### src/rtl/mem_stage.sv
// Memory-access stage: issues loads/stores over a req/ack handshake, stalls upstream while busy.
// Optional macro ALIGN_CHECK_EN: odd addresses abort straight to DONE with an error.
module mem_stage #(
   parameter int DATA_W  = 16,
   parameter int REG_W   = 3,
   parameter int TIMEOUT = 15
) (
   input  logic              clk,
   input  logic              rst,
   input  logic              valid,
   input  logic [DATA_W-1:0] ALUData,
   input  logic [DATA_W-1:0] wrData,
   input  logic              memRead,
   input  logic              memWrite,
   input  logic              memToReg,
   input  logic              regWrite,
   input  logic [REG_W-1:0]  writeReg,
   output logic              stall,
   output logic              outValid,
   output logic [DATA_W-1:0] memData,
   output logic [DATA_W-1:0] ALUDataOut,
   output logic              memToRegOut,
   output logic              regWriteOut,
   output logic [REG_W-1:0]  writeRegOut,
   output logic              memErr,
   output logic              memReq,
   output logic              memWe,
   output logic [DATA_W-1:0] memAddr,
   output logic [DATA_W-1:0] memWData,
   input  logic              memAck,
   input  logic [DATA_W-1:0] memRData
);
   // state | meaning
   // IDLE  | no access in flight; non-memory ops pass straight through
   // REQ   | memReq held high until memAck or timeout
   // DONE  | one-cycle result presentation to MEM/WB
   typedef enum logic [1:0] {IDLE, REQ, DONE} state_t;

   localparam int CNT_W = $clog2(TIMEOUT) + 1;

   state_t            state, state_nx;
   logic [CNT_W-1:0]  cnt;
   logic [DATA_W-1:0] hold_addr, hold_wdata, hold_data;
   logic [REG_W-1:0]  hold_wreg;
   logic              hold_rd, hold_wr, hold_m2r, hold_rw, err_hold;
   logic              mem_op, misalign, timeout_hit;

   assign mem_op      = valid & (memRead | memWrite);
   assign timeout_hit = (cnt == CNT_W'(TIMEOUT - 1));
`ifdef ALIGN_CHECK_EN
   assign misalign = ALUData[0];
`else
   assign misalign = 1'b0;
`endif

   always_ff @(posedge clk or posedge rst) begin
      if (rst) state <= IDLE;
      else     state <= state_nx;
   end

   always_ff @(posedge clk or posedge rst) begin
      if (rst) begin
         cnt        <= '0;
         hold_addr  <= '0;
         hold_wdata <= '0;
         hold_data  <= '0;
         hold_wreg  <= '0;
         hold_rd    <= 1'b0;
         hold_wr    <= 1'b0;
         hold_m2r   <= 1'b0;
         hold_rw    <= 1'b0;
         err_hold   <= 1'b0;
      end else begin
         case (state)
            IDLE: if (mem_op) begin
               cnt        <= '0;
               hold_addr  <= ALUData;
               hold_wdata <= wrData;
               hold_data  <= '0;
               hold_wreg  <= writeReg;
               hold_rd    <= memRead;
               hold_wr    <= memWrite;
               hold_m2r   <= memToReg;
               hold_rw    <= regWrite;
               err_hold   <= misalign;
            end
            REQ: begin
               // ack beats a simultaneous timeout
               if (memAck) begin
                  if (hold_rd) hold_data <= memRData;
               end else if (timeout_hit) begin
                  err_hold <= 1'b1;
               end else begin
                  cnt <= cnt + CNT_W'(1);
               end
            end
            default: ;
         endcase
      end
   end

   always_comb begin
      state_nx    = state;
      stall       = 1'b0;
      outValid    = 1'b0;
      memData     = '0;
      ALUDataOut  = ALUData;
      memToRegOut = memToReg;
      regWriteOut = regWrite;
      writeRegOut = writeReg;
      memErr      = 1'b0;
      memReq      = 1'b0;
      memWe       = 1'b0;
      memAddr     = '0;
      memWData    = '0;
      case (state)
         IDLE: begin
            stall    = mem_op;
            outValid = valid & ~mem_op;
            if (mem_op) state_nx = misalign ? DONE : REQ;
         end
         REQ: begin
            stall       = 1'b1;
            memReq      = 1'b1;
            memWe       = hold_wr & ~hold_rd;
            memAddr     = hold_addr;
            memWData    = hold_wdata;
            ALUDataOut  = hold_addr;
            memToRegOut = hold_m2r;
            regWriteOut = hold_rw;
            writeRegOut = hold_wreg;
            if (memAck || timeout_hit) state_nx = DONE;
         end
         DONE: begin
            outValid    = 1'b1;
            memData     = hold_data;
            memErr      = err_hold;
            ALUDataOut  = hold_addr;
            memToRegOut = hold_m2r;
            regWriteOut = hold_rw & ~err_hold;
            writeRegOut = hold_wreg;
            state_nx    = IDLE;
         end
         default: state_nx = IDLE;
      endcase
   end
endmodule

### config.mk
export PLATFORM = sky130hd
export DESIGN_NAME = mem_stage
export DESIGN_NICKNAME = d
export VERILOG_FILES = /design/src/rtl/mem_stage.sv
export SDC_FILE = /design/constraint.sdc
export NUM_CORES = 1
export LEC_CHECK = 0
export BUFFER_PORTS_ARGS = -buffer_cell sky130_fd_sc_hd__clkbuf_2
export CAP_MARGIN = 30
export CORE_MARGIN = 1.5
export CORE_UTILIZATION = 45
export CTS_CLUSTER_SIZE = 10
export DETAILED_ROUTE_END_ITERATION = 10
export PLACE_DENSITY = 0.71
export SETUP_SLACK_MARGIN = 0.3
export SLEW_MARGIN = 20
export SYNTH_ARGS = -nofsm -noshare
export SYNTH_HDL_FRONTEND = slang
export SYNTH_SLANG_ARGS = --single-unit
### constraint.sdc
create_clock -name clk -period 5.1 [get_ports clk]
set_input_delay 0.51 -clock clk [delete_from_list [all_inputs] [get_ports clk]]
set_output_delay 0.51 -clock clk [all_outputs]
set_load 0.02 [all_outputs]
==> impl_metrics.ini, run 1 <==
[yosys]
ys_types = 40
synth_area_sq_mm = 0.00340
yosysSeqAreaShare_pct = 46.4
synthFlopType = dfrtp_1
ys_warn_count = 0
ys_ff_latch = 63
synth-edff-count = 0
synthCells = 309
yosysTopAreaCellShare_pct = 46.4
synth_nets = 373
synthTopCellsByArea = dfrtp_1 46%, mux2_2 12%, and2_1 9.2%, mux2_1 6.3%, mux2i_1 4.7%
async_reset_ff_share_pct = 100
synth_area_per_cell_sq_um = 11.0
yosys.area.top_type = dfrtp_1

[timing]
drv_slew = 0
final_hold_viol_count = 0
fmax_mhz = 366
tightest_slew_ps = 871
finalClockSkew_ps = 8.52
grt_setup_unrepaired = no
tns_ps = 0
setup_viol = 0
fin_crit_ps = 2730
slew-limit-headroom_pct = 41.9
fin_crit_sh_pct = 53.6
hold_ws_ps = 386

[global_routing]
grt_pass1_vias = 2773
grt_antenna_before_repair = 0
grt_pass1_wl_mm = 12.5
track_usage_pct = 19.1
grt_start_max_net_pins = 64
grt.overflow.total = 0

[pwr]
powerDensity_mw_per_mm2 = 654
irDropWorstVdd_uv = 344
p_leak_nw = 2.14
power_mw = 2.82

[outcome]
status = finished, final reports clean

[finish]
drive_above_1_share_pct = 42.9
finalNetCount = 501
fin_util_pct = 59.1
n_fill_cell = 664
instances_no_fill = 537
diodes = 0
syn2layout_area_growth_pct = 26.9

[detailed_routing]
vias = 2678
route.detailed.drc = 0
routed_wl_mm = 7.46
drt_first_pass_iters = 4
drt_iter0_drc = 84
ant_nets = 0
viasPerCell = 4.99
post_drt_wl_per_cell_um = 13.9

[placement]
port_buffers = 132
dp_hpwl_mm = 5.18
dp_cells = 525
gp_congestion = 0.847

[clock_tree]
ctsHoldBuffers = 0
cts_max_path_buffers = 2
cts_root_buf = clkbuf_8
path_clk_slew_ps = 70
post_cts_resize_count = 0
clk_latency_ps = 330
cts.sink_count = 63
htreeDepth = 3
cts_made_buffers = 9
cts_tree = done
cts_setup_buffers = 0

[critical_path]
cp-end-kind = output port
worstSetupPathType = flop to output port
path_max_fanout = 22
cp-start-kind = flop
rr_worst_depth = 6
cp.arrival_ps = 2220
worstPathRequired_ps = 4590

[floorplan]
die-width_um = 89.9
ios = 133
die-area_sq_mm = 0.00808
start_util_pct = 46.6
core_sq_mm = 0.00729
fp.dieH_um = 89.9
rows = 31

[flow_run]
max_cap_violations = 0

[min_path]
hp-class = input port to asynchronous set/reset pin
cells by family (layout without fill, tap and decap cells):
logic type	after synthesis	in the layout	share of synthesized area, %
AND/OR/NAND/NOR	97	97	16.1
multiplexers	72	72	23.3
flip-flops	63	63	46.4
buffers and inverters	42	171	5.71
AO/OA/AOI/OAI	30	30	6.70
adder cells (fa/ha/maj)	5	5	1.84
worst paths after layout:
kind | from | endpoint | slack [ps]
max | state[1]$_DFFE_PP0P_ | memToRegOut | 2370
min | rst | hold_wdata[6]$_DFFE_PP0P_ | 390
max reg2reg | state[1]$_DFFE_PP0P_ | hold_data[12]$_DFFE_PP0P_ | 2720
min reg2reg | hold_wdata[9]$_DFFE_PP0P_ | hold_wdata[9]$_DFFE_PP0P_ | 490
max in group asynchronous | rst | hold_addr[4]$_DFFE_PP0P_ | 4160
min in group clk | wrData[8] | hold_wdata[8]$_DFFE_PP0P_ | 390
registers in the layout, indices dropped and copies added (netlist names):
register,cells
hold_wreg,3
state,2
cnt,5
hold_rw,1
hold_wdata,16
hold_wr,1
hold_data,16
hold_m2r,1
hold_addr,16
hold_rd,1
err_hold,1
cell type report:
| type | instances | area, sq um | area share (%) |
|---|---|---|---|
| clock buffer | 10 | 128 | 2.96 |
| clock inverter | 2 | 60.1 | 1.39 |
| inverter | 24 | 90.1 | 2.09 |
| multi-input combinational | 204 | 1630 | 37.8 |
| sequential | 63 | 1580 | 36.6 |
| tap | 99 | 124 | 2.87 |
| timing repair buffer | 135 | 703 | 16.3 |
through the flow:
step	area [sq um]	worst slack (ps)
after global routing	4310	2220
after CTS	4310	2340
after global placement	4100	2500
final	4310	2370
after floorplan	3400	2950
after detailed placement	4120	2690
power breakdown:
group          leakage (nW)  internal (mW)  switching (mW)
logic                  1.26          0.658           0.880
clock network        0.0942          0.265           0.175
registers             0.782          0.720           0.121
per-layer routing:
metal | up-vias | part of all wire [%] | track usage [%] | wire length, um
li1 | 1292 | - | - | -
met4 | 0 | 1.1 | 7.41 | 84
met5 | - | 0 | 0 | 0
met3 | 9 | 7.4 | 5.41 | 554
met2 | 93 | 48 | 32.2 | 3590
met1 | 1284 | 43 | 23.2 | 3240
worst max-delay path: stages, from the launching register on:
cell and delay, ps:
dfrtp_1 370, inv_1 80, ha_1 860, mux2_2 420, clkbuf_2 160
synth_stat cells, types with 2 or more instances:
master / number
nand4b_1: 4
inv_1: 24
mux2_1: 19
buf_2: 5
o211ai_1: 5
dfrtp_1: 63
and2_1: 50
nor2b_1: 2
a21oi_1: 3
a211o_1: 2
ha_1: 5
o21ai_0: 5
nand2_1: 26
nand3_1: 6
clkbuf_1: 8
nand3b_1: 2
o22ai_1: 2
buf_6: 2
mux2i_1: 16
mux2_2: 37
nor2_1: 3
nand2b_1: 2
cell usage in the layout (no fill, tap or decap), drive strengths merged, types with 6 or more instances in the layout:
cell / instances
mux2: 56
clkbuf: 142
and2: 50
nand2: 26
o21ai: 6
inv: 24
mux2i: 16
nand3: 6
dfrtp: 63
(Power assumes the default switching activity.)
==> inputs of run 2 (changes only) <==
--- a/config.mk
+++ b/config.mk
@@ -5,13 +5,14 @@
 export SDC_FILE = /design/constraint.sdc
 export NUM_CORES = 1
 export LEC_CHECK = 0
+export ABC_AREA = 1
 export BUFFER_PORTS_ARGS = -buffer_cell sky130_fd_sc_hd__clkbuf_2
 export CAP_MARGIN = 30
 export CORE_MARGIN = 1.5
-export CORE_UTILIZATION = 45
+export CORE_UTILIZATION = 44
 export CTS_CLUSTER_SIZE = 10
 export DETAILED_ROUTE_END_ITERATION = 10
-export PLACE_DENSITY = 0.71
+export PLACE_DENSITY = 0.73
 export SETUP_SLACK_MARGIN = 0.3
 export SLEW_MARGIN = 20
 export SYNTH_ARGS = -nofsm -noshare
==> constraint.sdc (replaced) <==
create_clock -name clk -period 2.5 [get_ports clk]
set_input_delay 0.25 -clock clk [delete_from_list [all_inputs] [get_ports clk]]
set_output_delay 0.25 -clock clk [all_outputs]
set_load 0.02 [all_outputs]
==> run 2 against run 1 <==
Net effect: clock-buffer cell count increased by 4; combinational power increased by 84%; synthesized cell count increased by 53%; first-iteration DRC count is 26% higher; critical path type unchanged; largest cell class is now registers; largest power group unchanged; highest routed layer unchanged.
==> impl_metrics.ini, run 2 <==
[yosys]
yosysTopAreaCellShare_pct = 47.9
yosys.area.top_type = dfrtp_1
yosysMostFrequentCell = nand2_1
synth_common_cells = 211 x nand2_1, 84 x inv_1, 63 x dfrtp_1
synth-edff-count = 0
synth_area_per_cell_sq_um = 6.96
ys_ff_latch = 63
async_reset_ff_share_pct = 100
synthCells = 473
synth_area_sq_mm = 0.00329
ys_types = 17
yosysSeqAreaShare_pct = 47.9
ys_warn_count = 0
synth_nets = 537
synthFlopType = dfrtp_1
synthTopCellsByArea = dfrtp_1 48%, nand2_1 24%, inv_1 9.6%, o21ai_0 6.1%, o21ai_1 3.5%

[flow_run]
max_cap_violations = 0

[timing]
fin_crit_sh_pct = 81.8
fin_crit_ps = 2040
drv_slew = 0
tightest_slew_ps = 526
final_hold_viol_count = 0
fmax_mhz = 489
grt_setup_unrepaired = no
fin_ws_ps = 455
finalClockSkew_ps = 7.90
setup_viol = 0
slew-limit-headroom_pct = 64.9
tns_ps = 0

[critical_path]
critPathSlowestCell = dfrtp_1
path_cells = inv_2 -> ha_1 -> buf_6 -> inv_1 -> o21ai_1 -> nand3_1 -> o21ai_0 -> buf_2
worstPathRequired_ps = 2250
slowest_delay_ps = 440
cp-start-kind = flop
crit_family = buffers and inverters
critPathBufInv = 4
worstSetupPathType = flop to output port
cp-end-kind = output port
cp.arrival_ps = 1790
path_max_fanout = 18

[floorplan]
die-width_um = 89.5
start_util_pct = 45.4
die-area_sq_mm = 0.00801
core_sq_mm = 0.00725
ios = 133
fp.dieH_um = 89.5
rows = 31

[detailed_routing]
drt_first_pass_iters = 4
routed_wl_mm = 7.69
vias = 3184
viasPerCell = 4.50
route.detailed.drc = 0
ant_nets = 0
post_drt_wl_per_cell_um = 10.9
drt_iter0_drc = 106

[clock_tree]
clk_latency_ps = 340
cts_tree = done
path_clk_slew_ps = 70
cts_made_buffers = 9
cts_setup_buffers = 0
cts_max_path_buffers = 2
cts_root_buf = clkbuf_8
cts.sink_count = 63
htreeDepth = 3

[global_routing]
track_usage_pct = 19.6
grt.overflow.total = 0
grt_pass1_wl_mm = 12.1
grt_pass1_vias = 2737
grt_start_max_net_pins = 59
grt_antenna_before_repair = 0

[placement]
gp_congestion = 0.845
port_buffers = 132
dp_hpwl_mm = 5.68
pre_cts_ws_ps = 680
dp_cells = 691

[finish]
final_cell_mix = 211 x nand2_1, 131 x clkbuf_2, 82 x inv_1
syn2layout_area_growth_pct = 31.9
drive_above_1_share_pct = 26.8
instances_no_fill = 708
diodes = 0
final_common_cell = nand2_1
finalNetCount = 668
reg.largest.list = hold_addr (16), hold_data (16), hold_wdata (16)

[pwr]
power_mw = 5.65
irDropWorstVdd_uv = 753
powerDensity_mw_per_mm2 = 1300
p_leak_nw = 2.77

[min_path]
hp-class = input port to flop

[outcome]
status = finished, final reports clean
## run 2: cell types whose count changed after synthesis, moves of 4 or more
cell,change
nand3_1,+4
o21ai_0,+35
nor2_1,+6
and2_1,-50
mux2_1,-19
buf_2,+6
inv_1,+60
mux2i_1,-16
o21ai_1,+23
o211ai_1,-5
nand4b_1,-4
mux2_2,-37
nand2_1,+185
## run 2: report_power, final
group / total [mW] / switching, mW / leakage [nW] / internal (mW)
registers: 1.76 / 0.296 / 0.807 / 1.47
logic: 2.83 / 1.88 / 1.84 / 0.947
clock network: 1.05 / 0.382 / 0.123 / 0.672
total: 5.65 / 2.56 / 2.77 / 3.08
## run 2: final timing paths
kind                                             from                         end  slack (ps)  depth (start not counted)
setup / recovery                 state[0]$_DFFE_PP0P_                 regWriteOut         460                          8
hold / removal                              wrData[7]   hold_wdata[7]$_DFFE_PP0P_         110                          3
setup reg to reg                 state[1]$_DFFE_PP0P_          cnt[4]$_DFFE_PP0P_         740                          8
hold reg to reg            hold_wdata[13]$_DFFE_PP0P_  hold_wdata[13]$_DFFE_PP0P_         470                          2
max in group asynchronous                         rst        state[1]$_DFFE_PP0P_        1360                          4
min in group asynchronous                         rst   hold_wdata[9]$_DFFE_PP0P_         470                          3
## run 2: layout make-up
type / instances / area, sq um
fillers: 698 / 2910
flip-flops and latches: 63 / 1580
multi-input cells: 303 / 1330
repair buffers: 142 / 754
inverters: 85 / 319
clock buffers: 14 / 183
well taps: 99 / 124
clock inverters: 2 / 60.1
## run 2: cells by family (layout without fill, tap and decap cells)
logic type	after synthesis	in the layout	synth area share (%)
buf+inv	107	243	12.6
simple gates	231	231	26.8
flops	63	63	47.9
compound gates	66	66	10.5
xor+xnor	1	1	0.266
fa+ha+maj	5	5	1.90
## run 2: repair_timing
action / 4_1_cts / 5_1_grt
gates resized for setup: 0 / 7
hold buffers: 1 / 0
endpoints found under the hold margin: 20 / 0
setup endpoints to repair: 0 / 21
## run 2: worst min-delay path, cell delays in order
cell and delay [ps]:
clkbuf_2 70, nand2_1 40, nand2_1 50
## run 2: layer usage
layer / up-vias / global-route usage, % / routed length, um
met5: - / 0 / 0
met4: 0 / 7.97 / 104
met3: 8 / 3.05 / 399
met2: 91 / 32.7 / 3690
met1: 1418 / 25.4 / 3500
li1: 1667 / - / -
## run 2: per-stage QoR
step	util [%]	cell area [sq um]	hold WS (ps)
2_1_floorplan	-	3290	367
3_3_place_gp	56.0	4060	271
3_5_place_dp	56.0	4060	286
4_1_cts	59.5	4320	101
5_1_grt	59.9	4340	116
6_report	59.9	4340	108
==> inputs of run 3 (changes only) <==
--- a/config.mk
+++ b/config.mk
@@ -9,10 +9,10 @@
 export BUFFER_PORTS_ARGS = -buffer_cell sky130_fd_sc_hd__clkbuf_2
 export CAP_MARGIN = 30
 export CORE_MARGIN = 1.5
-export CORE_UTILIZATION = 44
+export CORE_UTILIZATION = 45
 export CTS_CLUSTER_SIZE = 10
 export DETAILED_ROUTE_END_ITERATION = 10
-export PLACE_DENSITY = 0.73
+export PLACE_DENSITY = 0.71
 export SETUP_SLACK_MARGIN = 0.3
 export SLEW_MARGIN = 20
 export SYNTH_ARGS = -nofsm -noshare
==> constraint.sdc (replaced) <==
create_clock -name clk -period 2 [get_ports clk]
set_input_delay 0.2 -clock clk [delete_from_list [all_inputs] [get_ports clk]]
set_output_delay 0.2 -clock clk [all_outputs]
set_load 0.02 [all_outputs]
==> run 3 against run 2 <==
Net effect: worst hold slack got worse by 51 ps; flip-flop and latch count is the same; sequential power is 38% higher; critical path depth fell by 3; final cell count grew 3.5%; clock-buffer cell count decreased by 3; first-iteration DRC count is 81% higher; clock power is 9% lower; largest power group unchanged.
==> impl_metrics.ini, run 3 (synthesis results as in run 2) <==
[outcome]
status = finished, final reports clean

[floorplan]
die-area_sq_mm = 0.00784
rows = 30
core_sq_mm = 0.00694
start_util_pct = 47.4
die-width_um = 88.5
fp.dieH_um = 88.5
ios = 133

[placement]
port_buffers = 132
gp_congestion = 0.811
dp_cells = 690
dp_hpwl_mm = 5.54
dpl_cell_area_sq_mm = 0.00409

[global_routing]
met1_usage_pct = 30.6
grt_pass1_vias = 3071
grt_antenna_before_repair = 0
grt_pass1_wl_mm = 13.8
met2_usage_pct = 36.9
grt.overflow.total = 0
track_usage_pct = 22.6
gr-usage-met3_pct = 3.82
grt_start_max_net_pins = 61
top_usage_layer = met2

[timing]
fin_crit_sh_pct = 91.7
tns_ps = 0
setup_viol = 0
fin_crit_ps = 1830
drv_slew = 0
finalClockSkew_ps = 7.59
fmax_mhz = 546
tightest_slew_ps = 492
grt_setup_unrepaired = yes
final_hold_viol_count = 0
slew-limit-headroom_pct = 67.1

[pwr]
p_sw_mw = 4.43
power.internal_mw = 5.18
sw_frac_of_total_pct = 46.1
irDropWorstVdd_uv = 1060
powerDensity_mw_per_mm2 = 1780
p_leak_nw = 3.30
power_mw = 9.61
clkPwrFrac_pct = 9.9
seq_power_share_pct = 25.3
combPwrFrac_pct = 64.8

[flow_run]
max_cap_violations = 0

[detailed_routing]
drt_iter0_drc = 192
ant_nets = 0
viasPerCell = 4.80
drt_first_pass_iters = 4
vias = 3516
routed_wl_mm = 9.94
route.detailed.drc = 0
post_drt_wl_per_cell_um = 13.6

[critical_path]
cp-end-kind = output port
critPathSlowestCell = dfrtp_1
slowest_delay_ps = 400
cp.arrival_ps = 1630
r2r_slack_ps = 200
critPathBufInv = 3
worstSetupPathType = flop to output port
startpoint = state[1]$_DFFE_PP0P_
worstPathRequired_ps = 1800
crit_family = buffers and inverters
cp-start-kind = flop
path_cells = inv_2 -> ha_4 -> buf_16 -> o21ai_1 -> buf_4
rr_startpoint = state[0]$_DFFE_PP0P_
path_max_fanout = 21

[clock_tree]
cts_made_buffers = 9
cts_root_buf = clkbuf_8
cts_max_path_buffers = 2
cts.sink_count = 63
htreeDepth = 3
clk_latency_ps = 340
path_clk_slew_ps = 70
cts_tree = done

[finish]
drive_above_1_share_pct = 46.3
reg.largest.list = hold_addr (16), hold_data (16), hold_wdata (16)
final_common_cell = nand2_1
final_cell_mix = 158 x nand2_1, 76 x clkbuf_2, 63 x dfrtp_1
finalNetCount = 697
syn2layout_area_growth_pct = 64.3
final_area_sq_mm = 0.00541
diodes = 0
instances_no_fill = 733

[min_path]
hp-start = wrData[6]
hp-class = input port to flop
run 3: power by group through the flow:
| stage | Combinational, mW | Clock [mW] | Sequential (mW) |
|---|---|---|---|
| after global routing | 6.64 | 1.03 | 2.50 |
| after floorplan | 2.48 | 0 | 2.11 |
| after detailed placement | 3.54 | 0 | 2.20 |
| after CTS | 4.50 | 0.951 | 2.20 |
| final | 6.23 | 0.955 | 2.43 |
| after global placement | 3.48 | 0 | 2.20 |
run 3: layout make-up:
cell class                      instances  area, sq um
Inverter                               85          325
Clock inverter                          4         22.5
Tap cell                               96          120
Fill cell                             454         1530
Clock buffer                           11          141
Multi-Input combinational cell        303         1730
Timing Repair Buffer                  171         1490
Sequential cell                        63         1580
run 3: worst reg2reg max path: cells and delay by family, from the launching register on:
| family | cells | cell delay, ps |
|---|---|---|
| simple gates | 5 | 360 |
| flops | 1 | 400 |
| fa+ha+maj | 1 | 180 |
| buf+inv | 6 | 700 |
| compound gates | 1 | 80 |
run 3: repair_timing:
item | 4_1_cts | 5_1_grt
cloned | 4 | 6
gates resized for setup | 68 | 294
pin swaps | 1 | 15
hold endpoints to repair | 20 | 0
setup buffers | 5 | 12
hold buffers | 1 | 0
setup endpoints to repair | 61 | 95
run 3: final timing paths:
check                                       endpoint  depth (start not counted)
min                        hold_wdata[6]$_DFFE_PP0P_                          3
max reg2reg                hold_data[13]$_DFFE_PP0P_                         13
min reg2reg                 hold_wreg[1]$_DFFE_PP0P_                          2
max in group asynchronous   hold_addr[4]$_DFFE_PP0P_                          4
max                                    ALUDataOut[9]                          5
min in group asynchronous        hold_rw$_DFFE_PP0P_                          3
run 3: routing by layer:
metal / part of all wire (%) / vias to the layer above
met4: 1.8 / 0
met5: 0 / -
met2: 51 / 128
met1: 42 / 1642
li1: - / 1729
met3: 5.6 / 17
run 3: through the flow:
stage	worst slack [ps]	hold WS, ps	utilization (%)
final	167	57.2	77.9
after floorplan	349	317	-
after detailed placement	424	244	58.9
after global routing	116	66.8	77.9
after global placement	409	241	58.9
after CTS	181	59.8	65.5
